**src/rtl/alu_execute_unit.sv**
```systemverilog
// alu_execute_unit: RV32I execute stage with single-cycle logic/arith ops and an iterative shifter behind a valid/ready result handshake.
module alu_execute_unit #(
  parameter int N          = 32,
  parameter int SHIFT_STEP = 1
) (
  input  logic         CLK,
  input  logic         RST_N,
  input  logic         ALU_EN,
  input  logic [N-1:0] DATA0,
  input  logic [N-1:0] DATA1,
  input  logic [2:0]   FUNCT3,
  input  logic         FUNCT1,
  input  logic         OP_IMM,
  input  logic         FORCE_ADD,
  input  logic         FLUSH,
  output logic         READY,
  output logic [N-1:0] RESULT,
  output logic         RESULT_VALID,
  input  logic         RESULT_READY
);
  localparam int SW = $clog2(N);
  localparam logic [SW-1:0] STEP = SW'(SHIFT_STEP);
  localparam logic [1:0] IDLE  = 2'd0;
  localparam logic [1:0] SHIFT = 2'd1;
  localparam logic [1:0] DONE  = 2'd2;

  logic [1:0]    state_q, state_d;
  logic [N-1:0]  acc_q, acc_d, result_q, result_d;
  logic [SW-1:0] rem_q, rem_d;
  logic          left_q, left_d, fill_q, fill_d;
  logic          accept, is_shift, is_sub;
  logic [SW-1:0] s_amt, amt;
  logic [N-1:0]  op_res, shl, shr;

  assign READY        = (state_q == IDLE) | ((state_q == DONE) & RESULT_READY);
  assign RESULT       = result_q;
  assign RESULT_VALID = state_q == DONE;
  assign accept       = ALU_EN & READY;
  assign s_amt        = DATA1[SW-1:0];

  always_comb begin
    is_shift = ~FORCE_ADD & (FUNCT3[1:0] == 2'b01);
    is_sub   = ~FORCE_ADD & FUNCT1 & ~OP_IMM & (FUNCT3 == 3'b000);
    // Shift opcodes only reach this mux with a zero amount, so they pass DATA0 through
    op_res   = (FORCE_ADD | (FUNCT3 == 3'b000)) ? (is_sub ? DATA0 - DATA1 : DATA0 + DATA1) :
               (FUNCT3 == 3'b010) ? {{(N-1){1'b0}}, $signed(DATA0) < $signed(DATA1)} :
               (FUNCT3 == 3'b011) ? {{(N-1){1'b0}}, DATA0 < DATA1} :
               (FUNCT3 == 3'b100) ? DATA0 ^ DATA1 :
               (FUNCT3 == 3'b110) ? DATA0 | DATA1 :
               (FUNCT3 == 3'b111) ? DATA0 & DATA1 : DATA0;
    amt      = (rem_q < STEP) ? rem_q : STEP;
    shl      = acc_q << amt;
    shr      = (acc_q >> amt) | (~({N{1'b1}} >> amt) & {N{fill_q}});
  end

  always_comb begin
    state_d  = state_q;
    acc_d    = acc_q;
    result_d = result_q;
    rem_d    = rem_q;
    left_d   = left_q;
    fill_d   = fill_q;
    if (FLUSH) begin
      state_d = IDLE;
      rem_d   = '0;
    end else if (accept) begin
      if (is_shift & (s_amt != '0)) begin
        state_d = SHIFT;
        acc_d   = DATA0;
        rem_d   = s_amt;
        left_d  = ~FUNCT3[2];
        fill_d  = FUNCT3[2] & FUNCT1 & DATA0[N-1];
      end else begin
        state_d  = DONE;
        result_d = op_res;
      end
    end else if (state_q == SHIFT) begin
      if (rem_q == '0) begin
        state_d  = DONE;
        result_d = acc_q;
      end else begin
        acc_d = left_q ? shl : shr;
        rem_d = rem_q - amt;
      end
    end else if ((state_q == DONE) & RESULT_READY) begin
      state_d = IDLE;
    end
  end

  always_ff @(posedge CLK or negedge RST_N) begin
    if (!RST_N) begin
      state_q  <= IDLE;
      acc_q    <= '0;
      result_q <= '0;
      rem_q    <= '0;
      left_q   <= 1'b0;
      fill_q   <= 1'b0;
    end else begin
      state_q  <= state_d;
      acc_q    <= acc_d;
      result_q <= result_d;
      rem_q    <= rem_d;
      left_q   <= left_d;
      fill_q   <= fill_d;
    end
  end
endmodule
```
**config.mk**
```make
export PLATFORM = sky130hd
export DESIGN_NAME = alu_execute_unit
export DESIGN_NICKNAME = d
export VERILOG_FILES = /design/src/rtl/alu_execute_unit.sv
export SDC_FILE = /design/constraint.sdc
export NUM_CORES = 1
export LEC_CHECK = 0
export ABC_AREA = 1
export CORE_ASPECT_RATIO = 1.2
export CORE_UTILIZATION = 40
export DETAILED_ROUTE_END_ITERATION = 6
export PLACE_DENSITY_LB_ADDON = 0.3
export SYNTH_ARGS = -nofsm -noshare
export SYNTH_HDL_FRONTEND = slang
export SYNTH_SLANG_ARGS = --single-unit
```
**constraint.sdc**
```tcl
create_clock -name CLK -period 1.8 [get_ports CLK]
set_clock_uncertainty 0.2 [all_clocks]
set_input_delay 0.18 -clock CLK [delete_from_list [all_inputs] [get_ports CLK]]
set_output_delay 0.18 -clock CLK [all_outputs]
set_load 0.02 [all_outputs]
```
-- Yosys cells after proc, flatten, opt, wreduce, memory -nomap -nowiden
Cells that the tools add are included.
- add/subtract/negate cells: 3
- $lt $le $gt $ge: 3
- equal/unequal tests: 14
- shift operators: 3
- multiplexer cells: 28
- bitwise logic cells: 21
- reduce and logical (&&, ||, !) cells: 13
- operators by type and width (cell ; number):
    2-to-1 mux 32 bit ; 16
    AND 32 bit ; 2
    < comparator 32 bit ; 2
    bitwise OR 32 bit ; 2
    adder 32 bit ; 1
    inverter 32 bit ; 1
    << shifter 32 x 5 -> 32 bit ; 1
    >> shifter 32 x 5 -> 32 bit ; 1
    >> shifter 32 x 5 -> 32 bit, first input constant ; 1
    subtractor 32 bit ; 1
    XOR 32 bit ; 1
    2-to-1 mux 5 bit ; 6
    2-to-1 mux 2 bit ; 6
    AND 1 bit ; 9
    equality test 3 bit, second input constant ; 3
    AND reduction 4 bit ; 2
    equality test 3 x 2 -> 1 bit, second input constant ; 2
    AND reduction 3 bit ; 2
    zero test 5 bit ; 1
    < comparator 5 x 1 -> 1 bit, second input constant ; 1
    nonzero test 5 bit ; 1
    subtractor 5 bit ; 1
    equality test 2 x 1 -> 1 bit, second input constant ; 2
    != test 2 bit, second input constant ; 2
    13 further kinds ; 18
- flip-flop bits (word level): 73
- input bits: 75
- logic and storage cells: 91

-- Longest topological paths before layout
Gate-level depths: netlist of the first run.
- word-level depth: 10
- mapped depth: 20
- gate-level depth less buffers: 19

-- Worst setup path after synthesis of the first run
No wires, ideal clock.
- path type: in2reg
- start: in DATA0[0]
- end: reg result_q[16], in the netlist RESULT[16]
- data arrival time: 1764 ps
- path slack: -280 ps
- stages on the path: 15
- cell sequence: ha_1 -> fa_1 -> nand3_1 -> nand3_1 -> nand2_1 -> nand3_1 -> nand2_1 -> nand2_1 -> nand2_1 -> o21ai_0 -> xor2_1 -> nand2_1 -> nand3_1 -> nand2_1 -> nand2_1
- longest elaborated chain between the ends: 5
- elaborated cells between the ends (all ways): 6
- those cells by class: add/sub (2); mux (4)
- ends and longest elaborated chain (element ; RTL line ; RTL):
    from (decl) ; 9 ; input logic [N-1:0] DATA0,
    adder 32 bit or subtractor 32 bit (tied branches) ; 45 ; op_res = (FORCE_ADD | (FUNCT3 == 3'b000)) ? (is_sub ? DATA0 - DATA1 : DATA0 + DATA1) :
    2-to-1 mux 32 bit (*) (2 in series) ; 45 ;
    2-to-1 mux 32 bit (*) ; 67 ; if (is_shift & (s_amt != '0)) begin
    2-to-1 mux 32 bit (*) ; 66 ; end else if (accept) begin
    to (signal assigned) ; 101 ; result_q <= result_d;
    to (decl) ; 28 ; logic [N-1:0] acc_q, acc_d, result_q, result_d;
Every way passes the cells marked *; elsewhere a longest branch is shown, timed or not. The select of a mux whose other input is x is not followed.
A chain may end at the register's enable or synchronous reset.

-- Worst setup path after layout of the first run
- start: in DATA1[2]
- end: reg result_q[5], in the netlist RESULT[5]
- longest elaborated chain between the ends: 5
- elaborated cells between the ends (all ways): 10
- those cells by class: add/sub (2); eq/ne (1); mux (4); bitwise (1); reduce/logical (2)
- ends and longest elaborated chain (element ; RTL line ; RTL):
    from (decl) ; 10 ; input logic [N-1:0] DATA1,
    adder 32 bit or subtractor 32 bit (tied branches) ; 45 ;
    2-to-1 mux 32 bit (2 in series) ; 45 ;
    2-to-1 mux 32 bit ; 67 ;
    2-to-1 mux 32 bit ; 66 ;
Several ways; a longest one is shown, not always the timed one. The select of a mux whose other input is x is not followed.

==> impl_metrics.py, run 1 <==
metrics = {
    "critical_path": {
        "critPathMaxFanout": 6,
        "critical_path_arrival_ns": 2.18,
        "crit_chain": "clkdlybuf4s15_2 -> inv_2 -> ha_4 -> buf_12 -> inv_4 -> nand2_4 -> nand2_2 -> nand2_2 -> nand3_4 -> o21ai_0 -> nand2_1 -> nand2_1 -> o221ai_1 -> a22o_1",
        "cp-end-kind": "flip-flop",
        "critical_path.reg2reg.startpoint": "state_q[1]",
        "worst_path_largest_cell_delay_ns": 0.35,
        "cp_data_required_time_ns": 1.84,
        "setup.worst_path.start_class": "input port",
        "timing.setup.critical_path_class": "input port to flip-flop",
        "worst-r2r-cell-count": 16,
        "timing.critical_path.slowest_stage_cell": "sky130_fd_sc_hd__o21ai_0",
        "r2r-end": "RESULT[11]",
        "regToRegSetupSlack_ns": -0.33,
    },
    "placement": {
        "place.port_buffers": 108,
        "placedInstanceArea_um2": 15090,
        "finalWeightedCongestion": 0.9695,
        "dp.final_hpwl_um": 37970,
    },
    "power": {
        "report.power.total_uw": 15470,
        "power_density_nw_per_um2": 849.2,
        "vdd.ir_drop.worst_mv": 0.7618,
        "leakage_uw": 0.008987,
    },
    "detailed_routing": {
        "first_iter_violations": 1302,
        "routed_wl_um": 51360,
        "remaining_antenna_violation_count_after_routing": 0,
        "detail_route.wl_per_cell_um": 19.09,
        "remaining_drcs": 1,
        "via_per_inst": 5.519,
        "routed-via-count": 14850,
        "number_of_detailed_route_iterations_in_the_first_pass": 7,
    },
    "clocking": {
        "number_of_buffers_inserted_during_clock_tree_synthesis": 9,
        "tritoncts": "yes",
        "cts-htree-levels": 3,
        "cts.sinks": 73,
        "cts-root-to-sink-buffers": 2,
        "ctsRootBufferMaster": "sky130_fd_sc_hd__clkbuf_16",
        "clk_lat_worst_skew_ns": 0.34,
        "clk_transition_reported_paths_ns": 0.06,
    },
    "synthesis": {
        "main_flop_type_after_synthesis": "sky130_fd_sc_hd__dfrtp_1",
        "synth.net_count": 2052,
        "post_synth_num_cell_types": 50,
        "yosys_warnings": 0,
        "synth_top_area_share_pct": 19.70,
        "synth_most_common_cell": "sky130_fd_sc_hd__nand2_1",
        "synth_cells": 1877,
        "syn_area_um2": 10710,
        "syn_area_per_cell_um2": 5.706,
        "synth-async-reset-ratio_pct": 100.0,
        "synth-edff-count": 0,
        "synth_area_leaders": "sky130_fd_sc_hd__nand2_1, sky130_fd_sc_hd__dfrtp_1, sky130_fd_sc_hd__ha_1, sky130_fd_sc_hd__inv_1, sky130_fd_sc_hd__o21ai_0",
        "synth.top_cells.by_count": "sky130_fd_sc_hd__nand2_1, sky130_fd_sc_hd__inv_1, sky130_fd_sc_hd__nor2_1",
        "synthDominantAreaCellType": "sky130_fd_sc_hd__nand2_1",
        "yosysSeqAreaShare_pct": 17.06,
        "synth.ff_latch_count": 73,
    },
    "floorplan": {
        "num_io_pins": 109,
        "floorplan.initialDensity_pct": 40.77,
        "fp.dieArea_um2": 27440,
        "floorplan.die.height_um": 181.3,
        "die_x_um": 151.4,
        "fp.coreArea_um2": 26270,
        "rows": 65,
    },
    "global_route": {
        "grt_max_degree": 39,
        "grt_pass1_vias": 14390,
        "grt-ovfl-total": 0,
        "gr-usage-all-layers_pct": 37.08,
        "wire_length_of_the_first_global_routing_pass_um": 77590,
        "grt_antenna_before_repair": 1,
    },
    "sta": {
        "slew_headroom_pct": 70.70,
        "layout_min_cycle_time_ns": 2.142,
        "worst-slew-pin-transition_ns": 0.4388,
        "final_worst_path_setup_slack_ns": -0.3419,
        "final_setup_violations": 70,
        "timing.setup.tns_ns": -16.38,
        "finalHoldViolCount": 0,
        "grt_setup_unrepaired": "yes",
        "finalCritPeriodShare_pct": 119.0,
        "fmaxAchievable_mhz": 466.9,
        "slew_violations": 0,
    },
    "finish": {
        "fillers": 2210,
        "antenna_cells": 0,
        "finish.instance_area_um2": 18210,
        "finish.net_count": 2527,
        "area_growth_syn_to_layout_pct": 70.05,
        "layout-drive-gt1-share_pct": 45.18,
    },
    "outcome": {
        "violations": "DRC, setup timing",
        "result_of_the_run": "complete, but fails checks",
    },
    "worst_hold_path": {
        "worst_hold_startpoint": "DATA0[0]",
        "worstHoldEndpoint": "acc_q[0]",
        "min_delay_path_depth": 3,
        "timing.hold.worst.class": "input port to flip-flop",
    },
    "run": {
        "cap_viol_max_count": 0,
    },
}
-- worst max-delay path, delay by kind of cell --
family / cells / cell delay (ns)
AND/OR/NAND/NOR: 6 / 0.51
buffers and inverters: 4 / 0.44
adder cells (fa/ha/maj): 1 / 0.30
AO/OA/AOI/OAI: 3 / 0.75
-- metrics by stage --
step	cells	hold slack [ns]	setup WS (ns)	util (%)
after floorplan	1877	-0.3156	-0.2323	-
after global placement	2596	-0.1128	-1.269	57.44
after detailed placement	2596	-0.1108	-1.232	57.44
after CTS	2680	0.0004804	-0.2651	67.93
after global routing	2690	0.03189	-0.4222	69.33
final	2690	0.01020	-0.3419	69.33
-- cell families after synthesis --
logic type      share of synthesized area, %
simple gates                           34.15
compound gates                         22.11
xor+xnor                              0.3272
mux                                   0.3154
fa+ha+maj                              11.82
buf+inv                                14.22
flops                                  17.06
-- placed cells by master (no fill, tap or decap), types with 6 or more instances in the layout --
cell type and n:
sky130_fd_sc_hd__ha_4 38, sky130_fd_sc_hd__dfrtp_1 73, sky130_fd_sc_hd__nand2_2 102, sky130_fd_sc_hd__clkdlybuf4s15_2 7, sky130_fd_sc_hd__nor2_4 42, sky130_fd_sc_hd__buf_2 41
sky130_fd_sc_hd__buf_4 350, sky130_fd_sc_hd__nor2_1 110, sky130_fd_sc_hd__buf_12 32, sky130_fd_sc_hd__buf_8 6, sky130_fd_sc_hd__o22ai_1 11, sky130_fd_sc_hd__nand2_4 33
sky130_fd_sc_hd__nand3_2 35, sky130_fd_sc_hd__o21bai_1 8, sky130_fd_sc_hd__inv_2 105, sky130_fd_sc_hd__ha_1 42, sky130_fd_sc_hd__nor2_2 40, sky130_fd_sc_hd__clkbuf_16 9
sky130_fd_sc_hd__clkdlybuf4s50_1 34, sky130_fd_sc_hd__inv_4 6, sky130_fd_sc_hd__nand3_4 11, sky130_fd_sc_hd__ha_2 18, sky130_fd_sc_hd__o21ai_2 26, sky130_fd_sc_hd__clkbuf_2 6
sky130_fd_sc_hd__dlygate4sd2_1 12, sky130_fd_sc_hd__o21ai_0 100, sky130_fd_sc_hd__nand3_1 62, sky130_fd_sc_hd__inv_1 178, sky130_fd_sc_hd__o211ai_1 51, sky130_fd_sc_hd__nand2_1 428
sky130_fd_sc_hd__a21oi_2 35, sky130_fd_sc_hd__nand4_1 7, sky130_fd_sc_hd__a31oi_1 11, sky130_fd_sc_hd__nor3_2 11, sky130_fd_sc_hd__o21ai_1 45, sky130_fd_sc_hd__a21oi_1 82
sky130_fd_sc_hd__buf_6 56
-- registers in the layout, summed over array words and instances, names as in the netlist --
name,flops
state_q,2
fill_q,1
RESULT,32
left_q,1
rem_q,5
acc_q,32
-- where the power goes --
| group | internal (uW) | total [uW] | switching [uW] |
|---|---|---|---|
| combinational | 4700 | 10700 | 5970 |
| sequential | 2390 | 3050 | 653 |
| clock | 990 | 1740 | 752 |
-- area by class of cell --
type	instances	area (um^2)	area share [%]
Inverter	291	1127	6.190
Multi-Input combinational cell	1421	9657	53.02
Clock inverter	3	17.52	0.09618
Sequential cell	73	1827	10.03
Timing Repair inverter	1	11.26	0.06183
Clock buffer	11	252.7	1.388
Timing Repair Buffer	555	4901	26.91
Tap cell	335	419.2	2.301
-- metal layers --
metal / share of wire (%) / wire length [um] / up-vias / track usage (%)
met2: 47 / 24180 / 766 / 61.53
met1: 40 / 20770 / 6936 / 47.97
met4: 4.5 / 2297 / 2 / 15.92
met5: 0.025 / 13 / - / 0
li1: - / - / 6967 / -
met3: 8.0 / 4093 / 176 / 3.965
-- worst max-delay path by stage --
stage,cells after the start,slack [ns],startpoint,end
floorplan,15,-0.23,state_q[1],RESULT[28]
global placement,18,-1.27,DATA1[5],RESULT[19]
detailed placement,18,-1.23,DATA0[5],RESULT[19]
CTS,12,-0.27,state_q[1],rem_q[2]
global route,17,-0.42,state_q[1],RESULT[11]
finish,14,-0.34,DATA1[2],RESULT[5]
-- timing repair --
| action | CTS | global route |
|---|---|---|
| setup endpoints to repair | 75 | 77 |
| hold buffers | 2 | 0 |
| hold endpoints to repair | 74 | 0 |
| pin swaps | 220 | 87 |
| gates cloned | 6 | 0 |
| resized for setup | 787 | 131 |
| setup buffers | 65 | 12 |
No activity file was read; power rests on OpenSTA's default activity.
==> run 2, diff against run 1 <==
==> constraint.sdc (replaced) <==
create_clock -name CLK -period 2.7 [get_ports CLK]
set_clock_uncertainty 0.2 [all_clocks]
set_input_delay 0.27 -clock CLK [delete_from_list [all_inputs] [get_ports CLK]]
set_output_delay 0.27 -clock CLK [all_outputs]
set_load 0.02 [all_outputs]
==> run 2 against run 1 <==
The flow now finishes without violations. Critical endpoint is now RESULT[31]. Largest cell class unchanged. Worst hold slack better by 0.22 ns. Register-to-register slack improved by 0.72 ns. Via count down 7.5%.
==> impl_metrics.py, run 2 (same netlist as run 1, synthesis figures left out) <==
metrics = {
    "floorplan": {
        "fp.coreArea_um2": 26270,
        "floorplan.initialDensity_pct": 40.77,
        "fp.dieArea_um2": 27440,
        "rows": 65,
        "die_x_um": 151.4,
        "num_io_pins": 109,
        "floorplan.die.height_um": 181.3,
    },
    "detailed_routing": {
        "first_iter_violations": 991,
        "remaining_antenna_violation_count_after_routing": 0,
        "number_of_detailed_route_iterations_in_the_first_pass": 5,
        "remaining_drcs": 0,
        "routed-via-count": 13730,
        "routed_wl_um": 46100,
        "detail_route.wl_per_cell_um": 18.13,
        "via_per_inst": 5.400,
    },
    "critical_path": {
        "critical_path.reg2reg.startpoint": "rem_q[2]",
        "critical_path_arrival_ns": 2.66,
        "setup.worst_path.start_class": "input port",
        "worst_path_largest_cell_delay_ns": 0.48,
        "critPathMaxFanout": 6,
        "crit_chain": "clkdlybuf4s50_1 -> inv_1 -> ha_2 -> inv_1 -> nand2_1 -> nand2_1 -> nor2_1 -> nor2_1 -> o21ai_0 -> nand2_1 -> inv_1 -> nand4_1 -> nand3_1 -> nand2_1 -> nand2_1 -> nand2_1",
        "timing.critical_path.slowest_stage_cell": "sky130_fd_sc_hd__clkdlybuf4s50_1",
        "cp_data_required_time_ns": 2.74,
        "worst-r2r-cell-count": 11,
        "regToRegSetupSlack_ns": 0.39,
        "worst-path-buf-inv": 4,
        "timing.setup.critical_path_class": "input port to flip-flop",
        "cp-end-kind": "flip-flop",
        "critPathTopFamily": "simple AND/OR/NAND/NOR gates",
        "cp-startpoint": "DATA1[26]",
        "worst_path_most_repeated_cell": "sky130_fd_sc_hd__nand2_1",
        "r2r-end": "acc_q[23]",
    },
    "finish": {
        "finish.instance_area_um2": 15180,
        "area_growth_syn_to_layout_pct": 41.73,
        "layout-drive-gt1-share_pct": 21.66,
        "layout.cells.most_common": "sky130_fd_sc_hd__nand2_1",
        "antenna_cells": 0,
        "final_core_utilization_pct": 57.79,
        "mostFrequentLayoutCells": "sky130_fd_sc_hd__nand2_1, sky130_fd_sc_hd__buf_4, sky130_fd_sc_hd__inv_1, sky130_fd_sc_hd__nor2_1, sky130_fd_sc_hd__o21ai_0",
        "fillers": 2592,
        "finish.net_count": 2377,
    },
    "sta": {
        "grt_setup_unrepaired": "yes",
        "timing.setup.tns_ns": 0,
        "final_setup_violations": 0,
        "final_worst_path_setup_slack_ns": 0.07128,
        "slew_violations": 0,
        "layout_min_cycle_time_ns": 2.629,
        "worst-slew-pin-transition_ns": 0.5631,
        "finalCritPeriodShare_pct": 97.36,
        "finalHoldViolCount": 0,
        "slew_headroom_pct": 62.42,
        "fmaxAchievable_mhz": 380.4,
    },
    "power": {
        "report.power.total_uw": 8785,
        "power_density_nw_per_um2": 578.7,
        "vdd.ir_drop.worst_mv": 0.5741,
        "internal_power_uw": 4702,
        "pwr-share-seq_pct": 22.4,
        "leakage_uw": 0.007851,
        "switchingPower_uw": 4083,
        "power.clock.fraction_pct": 16.6,
        "power.share.combinational_pct": 61.0,
        "sw_frac_of_total_pct": 46.48,
    },
    "clocking": {
        "clk_lat_worst_skew_ns": 0.34,
        "clk_transition_reported_paths_ns": 0.06,
        "number_of_buffers_inserted_during_clock_tree_synthesis": 9,
        "cts-htree-levels": 3,
        "cts-root-to-sink-buffers": 2,
        "cts.sinks": 73,
        "tritoncts": "yes",
        "ctsRootBufferMaster": "sky130_fd_sc_hd__clkbuf_16",
    },
    "outcome": {
        "result_of_the_run": "complete, no violations",
    },
    "placement": {
        "place.port_buffers": 108,
        "place_worst_setup_slack_ns": -0.5448,
        "finalWeightedCongestion": 1.014,
        "dp.final_hpwl_um": 37650,
        "placedInstanceArea_um2": 14140,
    },
    "global_route": {
        "grt_pass1_vias": 12900,
        "grt_antenna_before_repair": 0,
        "grt-ovfl-total": 0,
        "wire_length_of_the_first_global_routing_pass_um": 70440,
        "gr-usage-all-layers_pct": 33.70,
        "grt_max_degree": 48,
    },
    "worst_hold_path": {
        "worst_hold_startpoint": "DATA0[0]",
        "min_delay_path_depth": 4,
        "worstHoldEndpoint": "acc_q[0]",
        "timing.hold.worst.class": "input port to flip-flop",
    },
    "run": {
        "cap_viol_max_count": 0,
    },
}
run 2: how the worst max path moves through the flow:
stage / endpoint / cells past startpoint
floorplan: RESULT[16] / 15
global placement: RESULT[24] / 15
detailed placement: RESULT[24] / 15
CTS: RESULT[12] / 12
global route: RESULT[29] / 18
finish: RESULT[31] / 16
run 2: what timing repair did:
action,CTS,global route
buffers inserted,0,3
setup endpoints to repair,19,28
hold buffers,1,0
hold endpoints to repair,33,0
resized for setup,28,154
pin swaps,1,17
run 2: worst min-delay path: stages:
cell                             delay (ns)
sky130_fd_sc_hd__dlymetal6s2s_1        0.16
sky130_fd_sc_hd__buf_4                 0.14
sky130_fd_sc_hd__nor2_1                0.04
sky130_fd_sc_hd__o22ai_1               0.11
run 2: final cells by class:
class | count | area (um^2) | area share (%)
inverter | 291 | 1097 | 7.229
timing repair buffer | 406 | 3495 | 23.02
tap | 335 | 419.2 | 2.761
clock inverter | 4 | 97.59 | 0.6429
sequential | 73 | 1827 | 12.03
multi-input combinational | 1421 | 7978 | 52.56
clock buffer | 12 | 266.5 | 1.756
run 2: power by group through the flow:
stage | Combinational, uW | Sequential (uW) | Clock (uW)
floorplan | 2720 | 2160 | 0
global placement | 5010 | 1960 | 0
detailed placement | 5090 | 1970 | 0
CTS | 5140 | 1960 | 1460
global route | 5870 | 2020 | 1510
finish | 5360 | 1970 | 1460
run 2: metrics by stage:
| stage | std cells | hold slack [ns] |
|---|---|---|
| 2_1_floorplan | 1877 | -0.2256 |
| 3_3_place_gp | 2522 | 0.05839 |
| 3_5_place_dp | 2522 | 0.06456 |
| 4_1_cts | 2539 | 0.2498 |
| 5_1_grt | 2542 | 0.2625 |
| 6_report | 2542 | 0.2329 |
run 2: per-layer routing:
layer	global-route usage (%)	up-vias	part of all wire, %
li1	-	6661	-
met1	47.48	6415	45
met2	53.17	561	45
met3	2.727	91	7.4
met4	11.88	0	3.3
met5	0	-	0
